<file path="config.mk">
export PLATFORM = sky130hd
export DESIGN_NAME = fetch_stage
export DESIGN_NICKNAME = d
export VERILOG_FILES = /design/src/rtl/fetch_stage.sv
export SDC_FILE = /design/constraint.sdc
export NUM_CORES = 1
export LEC_CHECK = 0
export BUFFER_PORTS_ARGS = -buffer_cell sky130_fd_sc_hd__buf_2
export CAP_MARGIN = 15
export CELL_PAD_IN_SITES_DETAIL_PLACEMENT = 0
export CELL_PAD_IN_SITES_GLOBAL_PLACEMENT = 1
export CORE_UTILIZATION = 39
export DETAILED_ROUTE_END_ITERATION = 8
export PLACE_DENSITY = 0.81
export SLEW_MARGIN = 10
export SYNTH_ARGS = -nofsm -noshare
export SYNTH_HDL_FRONTEND = slang
export SYNTH_SLANG_ARGS = --single-unit
</file>
<file path="constraint.sdc">
create_clock -name clk -period 3.8 [get_ports clk]
set_clock_uncertainty 0.2 [all_clocks]
set_input_delay 0.57 -clock clk [delete_from_list [all_inputs] [get_ports clk]]
set_output_delay 0.57 -clock clk [all_outputs]
set_load 0.02 [all_outputs]
</file>
<file path="src/rtl/fetch_stage.sv">
// Instruction-fetch stage: owns the PC, addresses a zero-latency instruction
// memory and captures the returned word into the IF/ID pipeline register.
module fetch_stage #(
  parameter int unsigned                 PC_WIDTH    = 16,
  parameter int unsigned                 INSTR_WIDTH = 16,
  parameter int unsigned                 PC_STEP     = 1,
  parameter logic [PC_WIDTH-1:0]         RESET_PC    = '0,
  parameter logic [INSTR_WIDTH-1:0]      HALT_INSTR  = '1,
  parameter int unsigned                 CNT_WIDTH   = 32
) (
  input  logic                   clk,
  input  logic                   rst,
  output logic [PC_WIDTH-1:0]    imem_addr,
  input  logic [INSTR_WIDTH-1:0] imem_data,
  input  logic                   stall,
  input  logic                   redirect_valid,
  input  logic [PC_WIDTH-1:0]    redirect_pc,
  output logic                   if_valid,
  output logic [INSTR_WIDTH-1:0] if_instr,
  output logic [PC_WIDTH-1:0]    if_pc,
  output logic                   halted,
  output logic [CNT_WIDTH-1:0]   fetch_count
);

  typedef enum logic [1:0] {
    ST_IDLE   = 2'd0,
    ST_RUN    = 2'd1,
    ST_HALTED = 2'd2
  } state_e;

  state_e                 state_q, state_d;
  logic [PC_WIDTH-1:0]    pc_q, pc_d;
  logic                   if_valid_q, if_valid_d;
  logic [INSTR_WIDTH-1:0] if_instr_q, if_instr_d;
  logic [PC_WIDTH-1:0]    if_pc_q, if_pc_d;
  logic [CNT_WIDTH-1:0]   cnt_q, cnt_d;

  // State and pipeline registers; reset wins over everything.
  always_ff @(posedge clk or posedge rst) begin
    if (rst) begin
      state_q    <= ST_IDLE;
      pc_q       <= RESET_PC;
      if_valid_q <= 1'b0;
      if_instr_q <= '0;
      if_pc_q    <= '0;
      cnt_q      <= '0;
    end else begin
      state_q    <= state_d;
      pc_q       <= pc_d;
      if_valid_q <= if_valid_d;
      if_instr_q <= if_instr_d;
      if_pc_q    <= if_pc_d;
      cnt_q      <= cnt_d;
    end
  end

  // Next-state logic: redirect beats stall, stall beats fetch.
  always_comb begin
    state_d    = state_q;
    pc_d       = pc_q;
    if_valid_d = if_valid_q;
    if_instr_d = if_instr_q;
    if_pc_d    = if_pc_q;
    cnt_d      = cnt_q;

    if (redirect_valid) begin
      // Flush the wrong-path instruction and restart from the target.
      pc_d       = redirect_pc;
      if_valid_d = 1'b0;
      state_d    = ST_RUN;
    end else if (!stall) begin
      unique case (state_q)
        ST_IDLE: begin
          state_d    = ST_RUN;
          if_valid_d = 1'b0;
        end
        ST_RUN: begin
          if_instr_d = imem_data;
          if_pc_d    = pc_q;
          if_valid_d = 1'b1;
          cnt_d      = cnt_q + CNT_WIDTH'(1);
          if (imem_data == HALT_INSTR) begin
            state_d = ST_HALTED;
          end else begin
            pc_d = pc_q + PC_WIDTH'(PC_STEP);
          end
        end
        ST_HALTED: begin
          // Halt instruction has been accepted; present a bubble from now on.
          if_valid_d = 1'b0;
        end
        default: begin
          state_d = ST_IDLE;
        end
      endcase
    end
  end

  // Output mapping; imem_addr and halted are decoded from registers.
  assign imem_addr   = pc_q;
  assign halted      = (state_q == ST_HALTED);
  assign if_valid    = if_valid_q;
  assign if_instr    = if_instr_q;
  assign if_pc       = if_pc_q;
  assign fetch_count = cnt_q;

endmodule
</file>
# --- After elaboration in Yosys (flattened, before gate mapping) ---
# Cells that the tools add are included.
word_totals:
  reg_bits: 83
  input_bits: 36
  wordCells: 36
classes:
  addsub: 2
  n_eq_ne: 7
  mux: 11
  n_bitwise: 2
  reduce_logical: 8
op_table:
  columns: ["op", "count"]
  rows:
  - ["$mux 16", 4]
  - ["$add 32x1->32 const B", 1]
  - ["$add 16x1->16 const B", 1]
  - ["$eq 16x16->1 const B", 1]
  - ["$reduce_and 3->1", 3]
  - ["$mux 2", 3]
  - ["$pmux 2 s3", 1]
  - ["$ne 2x2->1 const B", 2]
  - ["$ne 3x3->1 const B", 1]
  - ["$reduce_bool 3->1", 1]
  - ["$eq 2x1->1 const B", 1]
  - ["$eq 2x2->1 const B", 1]
  - ["$logic_not 2->1", 1]
  - ["$mux 1", 2]
  - ["$ne 2x1->1 const B", 1]
  - ["$not 1->1", 2]
  - ["$pmux 1 s2", 1]
  - ["$reduce_and 2->1", 1]
  - ["$reduce_bool 2->1", 1]
  - ["$reduce_or 2->1", 1]

# --- Depth between registers and ports, before layout ---
# Gate-level depths: netlist of the first run.
depth:
  depth_word: 5
  ltp_mapped: 7
  mapped_depth_nobuf: 6

# --- Worst setup path before layout of the first run ---
# OpenSTA, ideal clock, no wires.
synth_path:
  path_type: "input to register"
  start: "input stall"
  end: "register pc_q[13] (netlist: imem_addr[13])"
  arrival_time_ps: 2167
  required_time_ps: 3518
  slack_ps: 1351
  stages: 6
  n_path_buf: 1
  cell_sequence: "or3b_1 -> buf_6 -> or3_4 -> or2_4 -> or3_1 -> a31oi_1"
synth_via:
  elab_chain_len: 2
synth_lines:
  columns: ["element", "line", "text"]
  rows:
  - ["from (decl)", "15", "input logic stall,"]
  - ["$ne 2x1->1 (no source line)", null, null]
  - ["$reduce_and 3->1 (no source line)", null, null]
  - ["to (signal assigned)", "49", "pc_q <= pc_d;"]
  - ["to (decl)", "32", "logic [PC_WIDTH-1:0] pc_q, pc_d;"]
# Every way passes these cells.
# A chain may end at the register's enable or synchronous reset.

# --- Worst setup path after layout of the first run ---
layout_path:
  start: "input redirect_valid"
  end: "register cnt_q[31] (netlist: fetch_count[31])"
layout_via:
  elab_chain_len: 2
layout_lines:
  columns: ["element", "line", "text"]
  rows:
  - ["from (decl)", "16", "input logic redirect_valid,"]
  - ["$not 1->1 (no source line)", null, null]
  - ["$reduce_and 3->1 (no source line)", null, null]
  - ["to (signal assigned)", "53", "cnt_q <= cnt_d;"]
  - ["to (decl)", "36", "logic [CNT_WIDTH-1:0] cnt_q, cnt_d;"]
# Every way passes these cells.

==> results of run 1 <==
==> cells in the mapped netlist (3+ instances only) <==
master,instances
and4_1,7
inv_1,4
o21ai_0,9
nor2_1,8
xnor2_1,34
xor2_1,11
buf_1,3
and3_1,8
o21ai_1,6
nand4_1,13
nor4b_1,5
nand3_1,12
mux2_2,35
nand2_1,30
dfrtp_1,83
clkbuf_1,6
nor3_1,6
==> worst paths after layout <==
check                                       startpoint                          end  slack (ns)  depth (start not counted)
setup / recovery                        redirect_valid  fetch_count[31]$_DFFE_PP0P_        1.30                          6
hold / removal                          redirect_pc[1]     imem_addr[1]$_DFFE_PP0P_        0.23                          3
setup reg to reg                state_q[1]$_DFFE_PP0P_    imem_addr[13]$_DFFE_PP0P_        1.34                          5
hold reg to reg            fetch_count[28]$_DFFE_PP0P_  fetch_count[28]$_DFFE_PP0P_        0.29                          1
max in group asynchronous                          rst       state_q[0]$_DFFE_PP0P_        2.08                          5
min in group asynchronous                          rst  fetch_count[26]$_DFFE_PP0P_        0.54                          3
==> metal layers <==
layer  wire (µm)  track usage, %  share of wire, %
met3         364            3.55               4.5
met5           0               0                 0
met2        3710            25.8                46
met1        3760            22.1                47
met4         184            8.48               2.3
==> area by class of cell <==
cell class | count | area, µm²
fillers | 877 | 4560
flip-flops and latches | 83 | 2080
multi-input cells | 205 | 1540
repair buffers | 124 | 653
well taps | 111 | 139
clock buffers | 10 | 128
clock inverters | 6 | 88.8
inverters | 4 | 16.3
==> power groups by stage <==
stage | Sequential [mW] | Combinational (mW) | Clock, mW
after floorplan | 1.24 | 0.164 | 0
after global placement | 1.11 | 0.478 | 0
after detailed placement | 1.11 | 0.483 | 0
after CTS | 1.10 | 0.484 | 0.722
after global routing | 1.11 | 0.517 | 0.753
final | 1.09 | 0.479 | 0.699
==> critical path, cell delays in order <==
cell,delay [ns]
buf_2,0.27
nor4b_2,0.49
nand4_2,0.30
nor4_4,0.57
nand3_1,0.17
xnor2_1,0.17
==> cells in the final DEF (no fill, tap or decap), drive strengths merged, types with 2 or more instances in the layout <==
cell type / instances
nor4: 3
or3: 3
xor2: 11
ha: 2
nand3: 12
nor3b: 2
clkinv: 2
nor4b: 5
inv: 4
o21ai: 15
nand2: 30
nor2: 8
mux2: 35
nand4: 14
clkinvlp: 2
bufinv: 2
nor3: 6
clkbuf: 10
dfrtp: 83
and3: 8
xnor2: 34
buf: 123
and4: 7
==> through the flow <==
stage	worst slack, ns	instance area (µm²)
6_report	1.30	4640
5_1_grt	1.02	4640
3_3_place_gp	0.993	4390
2_1_floorplan	0.893	3670
4_1_cts	1.27	4610
3_5_place_dp	0.891	4390
==> flip-flops by register name (all words and copies together) (netlist names) <==
name / flops
fetch_count: 32
if_instr: 16
if_pc: 16
imem_addr: 16
state_q: 2
if_valid: 1
==> logic make-up after synthesis <==
kind of cell | Yosys count | synth area share [%]
simple gates | 103 | 16.3
buf+inv | 15 | 1.77
fa+ha+maj | 2 | 0.681
flops | 83 | 56.5
xor+xnor | 45 | 10.7
compound gates | 19 | 2.96
mux | 36 | 11.0
==> metrics.md, run 1 <==
| Metric | Value |
|---|---|
| Drt total wl | `about 8000 µm` |
| Rows | `35` |
| Largest net degree at the start of global routing | `64` |
| First-pass GRT wire length | `about 13000 µm` |
| Critical path endpoint category | `flop` |
| Slew HR | `about 66%` |
| CP Max Fanout | `31` |
| TritonRoute pass-1 iters | `4` |
| Worst endpoint required time | `around 3.8 ns` |
| Net Sw Frac | `31.2%` |
| Post-route DRC | `0` |
| DIE HEIGHT | `between 90 and 100 µm` |
| Setup TNS | `0 ns` |
| Seq pwr share | `approximately half` |
| Finished Layout Cells | `~540` |
| Unrepaired setup endpoints after global routing | `false` |
| Clock latency on the worst-skew pair | `0.35 ns` |
| Combinational power share | `a little over a fifth` |
| Internal power | `~1.6 mW` |
| Achievable frequency | `400 MHz` |
| Yosys top cell by area | `dfrtp_1` |
| Register area share after synthesis | `between 50% and 60%` |
| CTS tree | `yes` |
| Clk sinks | `83` |
| Area of the die | `0.00981 mm²` |
| Ys async rst share | `100%` |
| Cells after synthesis | `slightly above 300` |
| Syn nets | `between 300 and 400` |
| Arrival time at the worst endpoint | `2.54 ns` |
| DP Cell Count | `roughly 530` |
| CTS H-Tree Depth | `3` |
| DRC marker count from the first detailed-route iteration | `between 60 and 70` |
| Layout cells sized above 1 | `between 40% and 50%` |
| Leak | `around 2.3 nW` |
| Mean routed wirelength per cell | `approximately 15 µm` |
| CTS Buf Count | `9` |
| Post-CTS Repair Setup Buffers | `0` |
| Post-cts sizing count | `0` |
| Syn Std Cell Area | `around 0.0037 mm²` |
| Slew @ Worst Pin | `0.515 ns` |
| Ant diodes | `0` |
| Fin crit period | `between 2 and 3 ns` |
| Syn avg cell area | `12.1 µm²` |
| Total grt overflow | `0` |
| Pwr Density | `roughly 490 mW/mm²` |
| Final setup fails | `0` |
| Clk root buf | `clkbuf_8` |
| Flops & latches, synth | `83` |
| # hold bufs at CTS | `0` |
| Max-Cap Viols | `0` |
| Final GP Congestion | `between 0.7 and 0.8` |
| Period utilisation layout | `65.8%` |
| Final Power | `between 2 and 2.5 mW` |
| Switch Pwr | `approximately 0.71 mW` |
| Min-delay worst type | `primary input to flop` |
| Io pins | `~120` |
| Post-synth EDFFs | `0` |
| Warnings, synthesis | `0` |
| Nets | `approximately 470` |
| Core area | `0.00920 mm²` |
| Gr usage total | `16.6%` |
| Util after Layout | `50.5%` |
| CP Launch Type | `primary input` |
| Critical path class | `primary input to flop` |
| Initial Util | `approximately 40%` |
| Final-report hold violation count | `0` |
| Buffers on Ports | `approximately 120` |
| VDD IR max | `217 µV` |
| P&R area growth vs syn | `26.3%` |
| Post-synth top area share | `between 50% and 60%` |
| DR vias/cell | `around 5.0` |
| Post-route ant nets | `0` |
| Clock buffer depth | `2` |
| Vias | `2723` |
| Initial antenna violation count | `0` |
| Max-slew violation count | `0` |
| Top cells by area, synth | `dfrtp_1, mux2_2, xnor2_1` |
| Fin Hold WS | `between 0.2 and 0.25 ns` |
| CTS clk-pin slew, worst paths | `about 0.09 ns` |
| Top FF cell, synth | `dfrtp_1` |
| Yosys cell types | `37` |
| Status | `completed` |
| Post-DP HPWL | `5780 µm` |
| Die width | `roughly 99 µm` |
| Clock Power Share | `a little under a third` |
| Vias in the first global route | `approximately 2.5k` |
Power figures use the tool's default switching activity.
==> inputs of run 2 (changes only) <==
- ABC_AREA: not set -> 1
- CORE_UTILIZATION: 39 -> 38
- PLACE_DENSITY: 0.81 -> 0.82
- clock period: 3.8 -> 2.5 ns (I/O delays scaled with it)
==> run 2 against run 1 <==
Global-route usage rose by 3.0 points. Worst hold slack got worse by 0.20 ns. Die area rose by 18%. Register-to-register slack got worse by 0.68 ns. First-iteration DRC count rose to 2.8 times the previous value. Highest routed layer unchanged. Sequential power rose by 52%. Combinational power rose by 60%. Flip-flop and latch count did not move.
==> metrics.md, run 2 <==
| Metric | Value |
|---|---|
| Status | `completed` |
| Min-delay worst type | `primary input to flop` |
| Max-slew violation count | `0` |
| Commonest non-fill, non-tap cell in the layout | `nand2_1` |
| Nets | `between 600 and 700` |
| Flops & latches, synth | `between 80 and 90` |
| Vias | `3832` |
| Syn nets | `570` |
| Yosys cell types | `29` |
| Setup TNS | `0 ns` |
| P&R area growth vs syn | `23.0%` |
| CP Launch Point | `fetch_count[0]$_DFFE_PP0P_` |
| Syn Std Cell Area | `0.00422 mm²` |
| Clk root buf | `clkbuf_8` |
| Final Power | `roughly 3.4 mW` |
| Clock buffer depth | `2` |
| FF/Latch Area | `a little over 0.002 mm²` |
| Cells after synthesis | `about 530` |
| CP max stage delay | `0.41 ns` |
| Register area share after synthesis | `between 40% and 50%` |
| Top FF cell, synth | `dfrtp_1` |
| Slew @ Worst Pin | `approximately 0.47 ns` |
| Min-delay src | `imem_data[4]` |
| VDD IR max | `roughly 240 µV` |
| Post-synth EDFFs | `0` |
| Achievable frequency | `542 MHz` |
| Clk sinks | `83` |
| Yosys top cell by area | `dfrtp_1` |
| Total grt overflow | `0` |
| Arrival time at the worst endpoint | `roughly 1.9 ns` |
| Ys async rst share | `100%` |
| First-pass GRT wire length | `approximately 18000 µm` |
| Ant diodes | `0` |
| Drt total wl | `approximately 11000 µm` |
| Area of the die | `around 0.012 mm²` |
| Initial Util | `about two fifths` |
| Final GP Congestion | `0.823` |
| Commonest non-fill, non-tap cells in the layout | `nand2_1, buf_2, dfrtp_1` |
| CTS Buf Count | `9` |
| Gr usage total | `19.7%` |
| Number of flip-flops in the largest register | `32` |
| Leak | `around 3 nW` |
| TritonRoute pass-1 iters | `4` |
| Finished Layout Cells | `799` |
| Layout cells sized above 1 | `24.9%` |
| Die width | `about 110 µm` |
| Flop-to-flop setup slack | `~0.66 ns` |
| CTS H-Tree Depth | `3` |
| Top cells by area, synth | `dfrtp_1, nand2_1, nand3_1` |
| CTS tree | `yes` |
| Initial antenna violation count | `0` |
| Vias in the first global route | `3698` |
| Buffers on Ports | `117` |
| Final setup fails | `0` |
| Mean routed wirelength per cell | `13.1 µm` |
| Io pins | `approximately 120` |
| Syn avg cell area | `around 7.9 µm²` |
| Warnings, synthesis | `0` |
| Most common cell in the synthesized netlist | `nand2_1` |
| DIE HEIGHT | `approximately 110 µm` |
| Slew HR | `between 60% and 70%` |
| Setup ws final | `about 0.66 ns` |
| Cell Area, Placed | `roughly 0.0050 mm²` |
| Final-report hold violation count | `0` |
| Period utilisation layout | `between 70 and 80%` |
| Combined area of the multi-input logic cells | `0.00188 mm²` |
| Synth top cells by count | `nand2_1, dfrtp_1, nand3_1, inv_1, nor2_1` |
| Worst endpoint required time | `around 2.5 ns` |
| Post-CTS Repair Setup Buffers | `0` |
| Critical path class | `flop to flop` |
| Filler cell count | `around 1.1k` |
| DP Cell Count | `between 700 and 800` |
| Post-synth top area share | `49.2%` |
| Cell area after layout | `around 0.0052 mm²` |
| CP Launch Type | `flop` |
| Max-Cap Viols | `0` |
| CP Max Fanout | `5` |
| Crit-path slowest cell | `dfrtp_1` |
| Post-DP HPWL | `slightly below 8000 µm` |
| Pwr Density | `roughly 660 mW/mm²` |
| Clock latency on the worst-skew pair | `around 0.36 ns` |
| CTS clk-pin slew, worst paths | `approximately 0.09 ns` |
| CP cell instances | `ha_1 -> nand3_1 -> nor2_1 -> nand3b_4 -> nor2_4 -> nand2_4 -> o21ai_1 -> nand2_1` |
| Post-cts sizing count | `0` |
| Place WS | `around 0.6 ns` |
| Core area | `roughly 0.011 mm²` |
| DR vias/cell | `4.80` |
| Unrepaired setup endpoints after global routing | `false` |
| Post-route ant nets | `0` |
| Post-route DRC | `0` |
| Worst r2r src | `fetch_count[0]$_DFFE_PP0P_` |
| Fin crit period | `approximately 1.8 ns` |
| Largest net degree at the start of global routing | `84` |
| DRC marker count from the first detailed-route iteration | `roughly 190` |
| Critical path endpoint category | `flop` |
| Rows | `38` |
[run 2: final timing paths]
| kind | to | depth (start not counted) |
|---|---|---|
| worst max-delay path | fetch_count[28]$_DFFE_PP0P_ | 8 |
| worst min-delay path | if_instr[4]$_DFFE_PP0P_ | 3 |
| worst max register to register | fetch_count[28]$_DFFE_PP0P_ | 8 |
| worst min register to register | if_instr[11]$_DFFE_PP0P_ | 2 |
| max in group asynchronous | fetch_count[29]$_DFFE_PP0P_ | 4 |
| min in group asynchronous | fetch_count[12]$_DFFE_PP0P_ | 4 |
[run 2: report_power, final]
| group | switching (mW) | total [mW] | internal, mW |
|---|---|---|---|
| clock network | 0.492 | 1.01 | 0.515 |
| registers | 0.152 | 1.66 | 1.50 |
| logic | 0.507 | 0.766 | 0.259 |
| total | 1.15 | 3.43 | 2.28 |
[run 2: logic make-up (layout without fill, tap and decap cells)]
kind of cell,Yosys count,after routing,synth area share [%]
AND/OR/NAND/NOR,324,324,35.1
flip-flops,83,83,49.2
XOR/XNOR,24,24,4.98
adder cells (fa/ha/maj),2,2,0.592
buffers and inverters,68,195,6.43
AO/OA/AOI/OAI,31,31,3.73
[run 2: routing by layer]
metal	routed length [µm]	up-vias	track usage [%]	part of all wire, %
li1	-	1928	-	-
met1	4900	1791	26.0	47
met2	4940	101	31.8	47
met3	465	12	2.91	4.4
met4	200	0	9.00	1.9
met5	0	-	0	0
[run 2: metrics by stage]
step                      utilization, %  hold WS, ns
after floorplan                        -        0.292
after global placement              46.0        0.249
after detailed placement            46.0        0.254
after CTS                           47.9       0.0113
after global routing                47.9       0.0169
final                               47.9       0.0262
[run 2: repair_timing]
action,4_1_cts,5_1_grt
setup endpoints to repair,0,0
hold buffers,1,0
hold endpoints to repair,83,0
[run 2: area by class of cell]
| type | instances | area share (%) |
|---|---|---|
| sequential | 83 | 40.0 |
| multi-input combinational | 381 | 36.1 |
| timing repair buffer | 124 | 12.6 |
| inverter | 55 | 4.09 |
| tap | 140 | 3.37 |
| clock buffer | 12 | 2.99 |
| clock inverter | 4 | 0.939 |
[run 2: critical path: cells and delay by family, from the launching register on]
| kind | cells | cell delay [ns] |
|---|---|---|
| AOI/OAI and AO/OA | 1 | 0.13 |
| DFF | 1 | 0.41 |
| adders and majority gates | 1 | 0.18 |
| and+or+nand+nor | 6 | 0.80 |
==> inputs of run 3 (changes only) <==
- clock period: 2.5 -> 1.9 ns (I/O delays scaled with it)
==> run 3 against run 2 <==
Power increased by 32%. Non-clock buffer count is 38 higher. Via count increased by 4.4%. Flip-flop and latch count did not move. Die area unchanged. Highest routed layer unchanged. Largest power group unchanged. First-iteration DRC count is 0.52% lower. Count of clock-buffer cells in the layout up 3. Utilization up 3.5 points. Sequential share of layout area down 2.7 points. Worst hold slack better by 0.014 ns. Global-route usage rose by 0.21 points.
==> metrics.md, run 3 (same netlist as run 2, synthesis figures left out) <==
| Metric | Value |
|---|---|
| CP Launch Type | `primary input` |
| DRC marker count from the first detailed-route iteration | `190` |
| CP cell instances | `dlygate4sd3_1 -> buf_2 -> nand2_1 -> nor2_1 -> nand2_1 -> inv_1 -> nand2_1 -> nand3_2 -> buf_6 -> nand3_1 -> nand3_1` |
| Met3 WL post-DR | `between 400 and 500 µm` |
| Initial antenna violation count | `0` |
| Buffers on Ports | `117` |
| Place WS | `around 0.096 ns` |
| Min-delay worst type | `primary input to flop` |
| Worst endpoint required time | `between 1.5 and 2 ns` |
| Period utilisation layout | `a little over nine tenths` |
| Final GP Congestion | `about 0.82` |
| Clock latency on the worst-skew pair | `between 0.3 and 0.4 ns` |
| Arrival time at the worst endpoint | `around 1.8 ns` |
| Critical path endpoint category | `flop` |
| Util after Layout | `between 50% and 60%` |
| Max-Cap Viols | `0` |
| Area of the die | `0.0115 mm²` |
| Cell Area, Placed | `about 0.0050 mm²` |
| Top routing layer used | `met4` |
| Finished Layout Cells | `~840` |
| VDD IR max | `between 300 and 400 µV` |
| CTS H-Tree Depth | `3` |
| Crit-path slowest cell | `dlygate4sd3_1` |
| Clk root buf | `clkbuf_8` |
| DP Cell Count | `787` |
| First-pass GRT wire length | `between 15000 and 20000 µm` |
| Worst r2r dst | `fetch_count[5]$_DFFE_PP0P_` |
| Setup ws final | `around 0.11 ns` |
| Max-slew violation count | `0` |
| Status | `completed` |
| Setup TNS | `0 ns` |
| Worst r2r src | `state_q[1]$_DFFE_PP0P_` |
| Slew HR | `between 60% and 70%` |
| Leak | `3.09 nW` |
| Combinational power share | `between 20 and 25%` |
| Met1 WL | `a little over 5000 µm` |
| Core area | `between 0.01 and 0.015 mm²` |
| DIE HEIGHT | `approximately 110 µm` |
| Clock buffer depth | `2` |
| CP Max Fanout | `11` |
| Post-route DRC | `0` |
| Layout cells sized above 1 | `~26%` |
| TritonRoute pass-1 iters | `5` |
| Clk sinks | `83` |
| Post-route ant nets | `0` |
| P&R area growth vs syn | `32.0%` |
| CP max stage delay | `between 0.5 and 0.6 ns` |
| CP Launch Point | `imem_data[1]` |
| Commonest non-fill, non-tap cell in the layout | `nand2_1` |
| CTS tree | `yes` |
| Slew @ Worst Pin | `roughly 0.5 ns` |
| Final setup fails | `0` |
| Mean routed wirelength per cell | `between 10 and 15 µm` |
| Setup crit end | `imem_addr[7]$_DFFE_PP0P_` |
| Fin Hold WS | `a little over 0.04 ns` |
| Critical path class | `primary input to flop` |
| Net Sw Frac | `33.4%` |
| Min-delay src | `redirect_pc[15]` |
| Number of flip-flops in the largest register | `32` |
| Largest net degree at the start of global routing | `54` |
| CTS clk-pin slew, worst paths | `0.08 ns` |
| Vias in the first global route | `around 3.7k` |
| Cell repeated most along the worst path | `nand2_1` |
| Switch Pwr | `~1.5 mW` |
| Internal power | `between 3 and 4 mW` |
| Final Power | `~4.5 mW` |
| Flop-to-flop setup slack | `~0.12 ns` |
| Ant diodes | `0` |
| Vias | `about 4k` |
| Commonest non-fill, non-tap cells in the layout | `nand2_1, buf_2, dfrtp_1` |
| Gr usage total | `approximately a fifth` |
| Cell area after layout | `between 0.005 and 0.006 mm²` |
| Io pins | `approximately 120` |
| CTS Buf Count | `9` |
| Rows | `38` |
| Achievable frequency | `roughly 560 MHz` |
| Nets | `730` |
| Routed wl met2 | `5110 µm` |
| Post-DP HPWL | `just under 8000 µm` |
| Total grt overflow | `0` |
| Clock Power Share | `27.3%` |
| DR vias/cell | `~4.8` |
| Die width | `107 µm` |
| Fin crit period | `1.79 ns` |
| Initial Util | `approximately 40%` |
| Seq pwr share | `about half` |
| Reg2reg path depth | `7` |
| Drt total wl | `roughly 11000 µm` |
| Final-report hold violation count | `0` |
| Pwr Density | `811 mW/mm²` |
[run 3: changes by cell type in the layout (fill, tap and decap cells not counted), moves of 2 or more]
cell / change
dlygate4sd3_1: +28
buf_4: +8
nor2_2: +3
nor2_1: -3
clkbuf_8: +2
[run 3: worst max-delay path, delay by kind of cell]
kind / cells / cell delay, ns
buffers and inverters: 4 / 0.91
AND/OR/NAND/NOR: 7 / 0.62
[run 3: power by group through the flow]
| stage | sequential (mW) | clock (mW) | combinational [mW] |
|---|---|---|---|
| floorplan | 2.45 | 0 | 0.372 |
| global placement | 2.20 | 0 | 1.02 |
| detailed placement | 2.21 | 0 | 1.03 |
| CTS | 2.18 | 1.27 | 1.08 |
| global route | 2.21 | 1.36 | 1.23 |
| finish | 2.18 | 1.23 | 1.11 |
[run 3: layout make-up]
cell class                 count  area, µm²
clock buffer                  15        186
inverter                      55        213
clock inverter                 1       5.00
fill                        1090       5260
timing repair buffer         162       1020
tap                          140        175
multi-input combinational    381       1900
sequential                    83       2080
[run 3: how the worst min path moves through the flow]
stage                                  to  slack, ns  depth (start not counted)
6_report        imem_addr[15]$_DFFE_PP0P_       0.04                          4
5_1_grt         imem_addr[15]$_DFFE_PP0P_       0.05                          4
4_1_cts          imem_addr[1]$_DFFE_PP0P_       0.02                          5
3_5_place_dp   fetch_count[9]$_DFFE_PP0P_      -0.01                          2
3_3_place_gp   fetch_count[9]$_DFFE_PP0P_      -0.02                          2
2_1_floorplan     if_instr[0]$_DFFE_PP0P_       0.20                          2
[run 3: per-layer routing]
layer | vias up | global-route usage (%)
li1 | 2002 | -
met1 | 1903 | 27.1
met2 | 85 | 31.9
met3 | 9 | 3.75
met4 | 0 | 6.16
met5 | - | 0
[run 3: repair_timing]
item	4_1_cts	5_1_grt
gates resized for setup	0	7
setup buffers	0	5
hold buffers	29	0
endpoints found under the hold margin	111	0
setup endpoints to repair	0	20
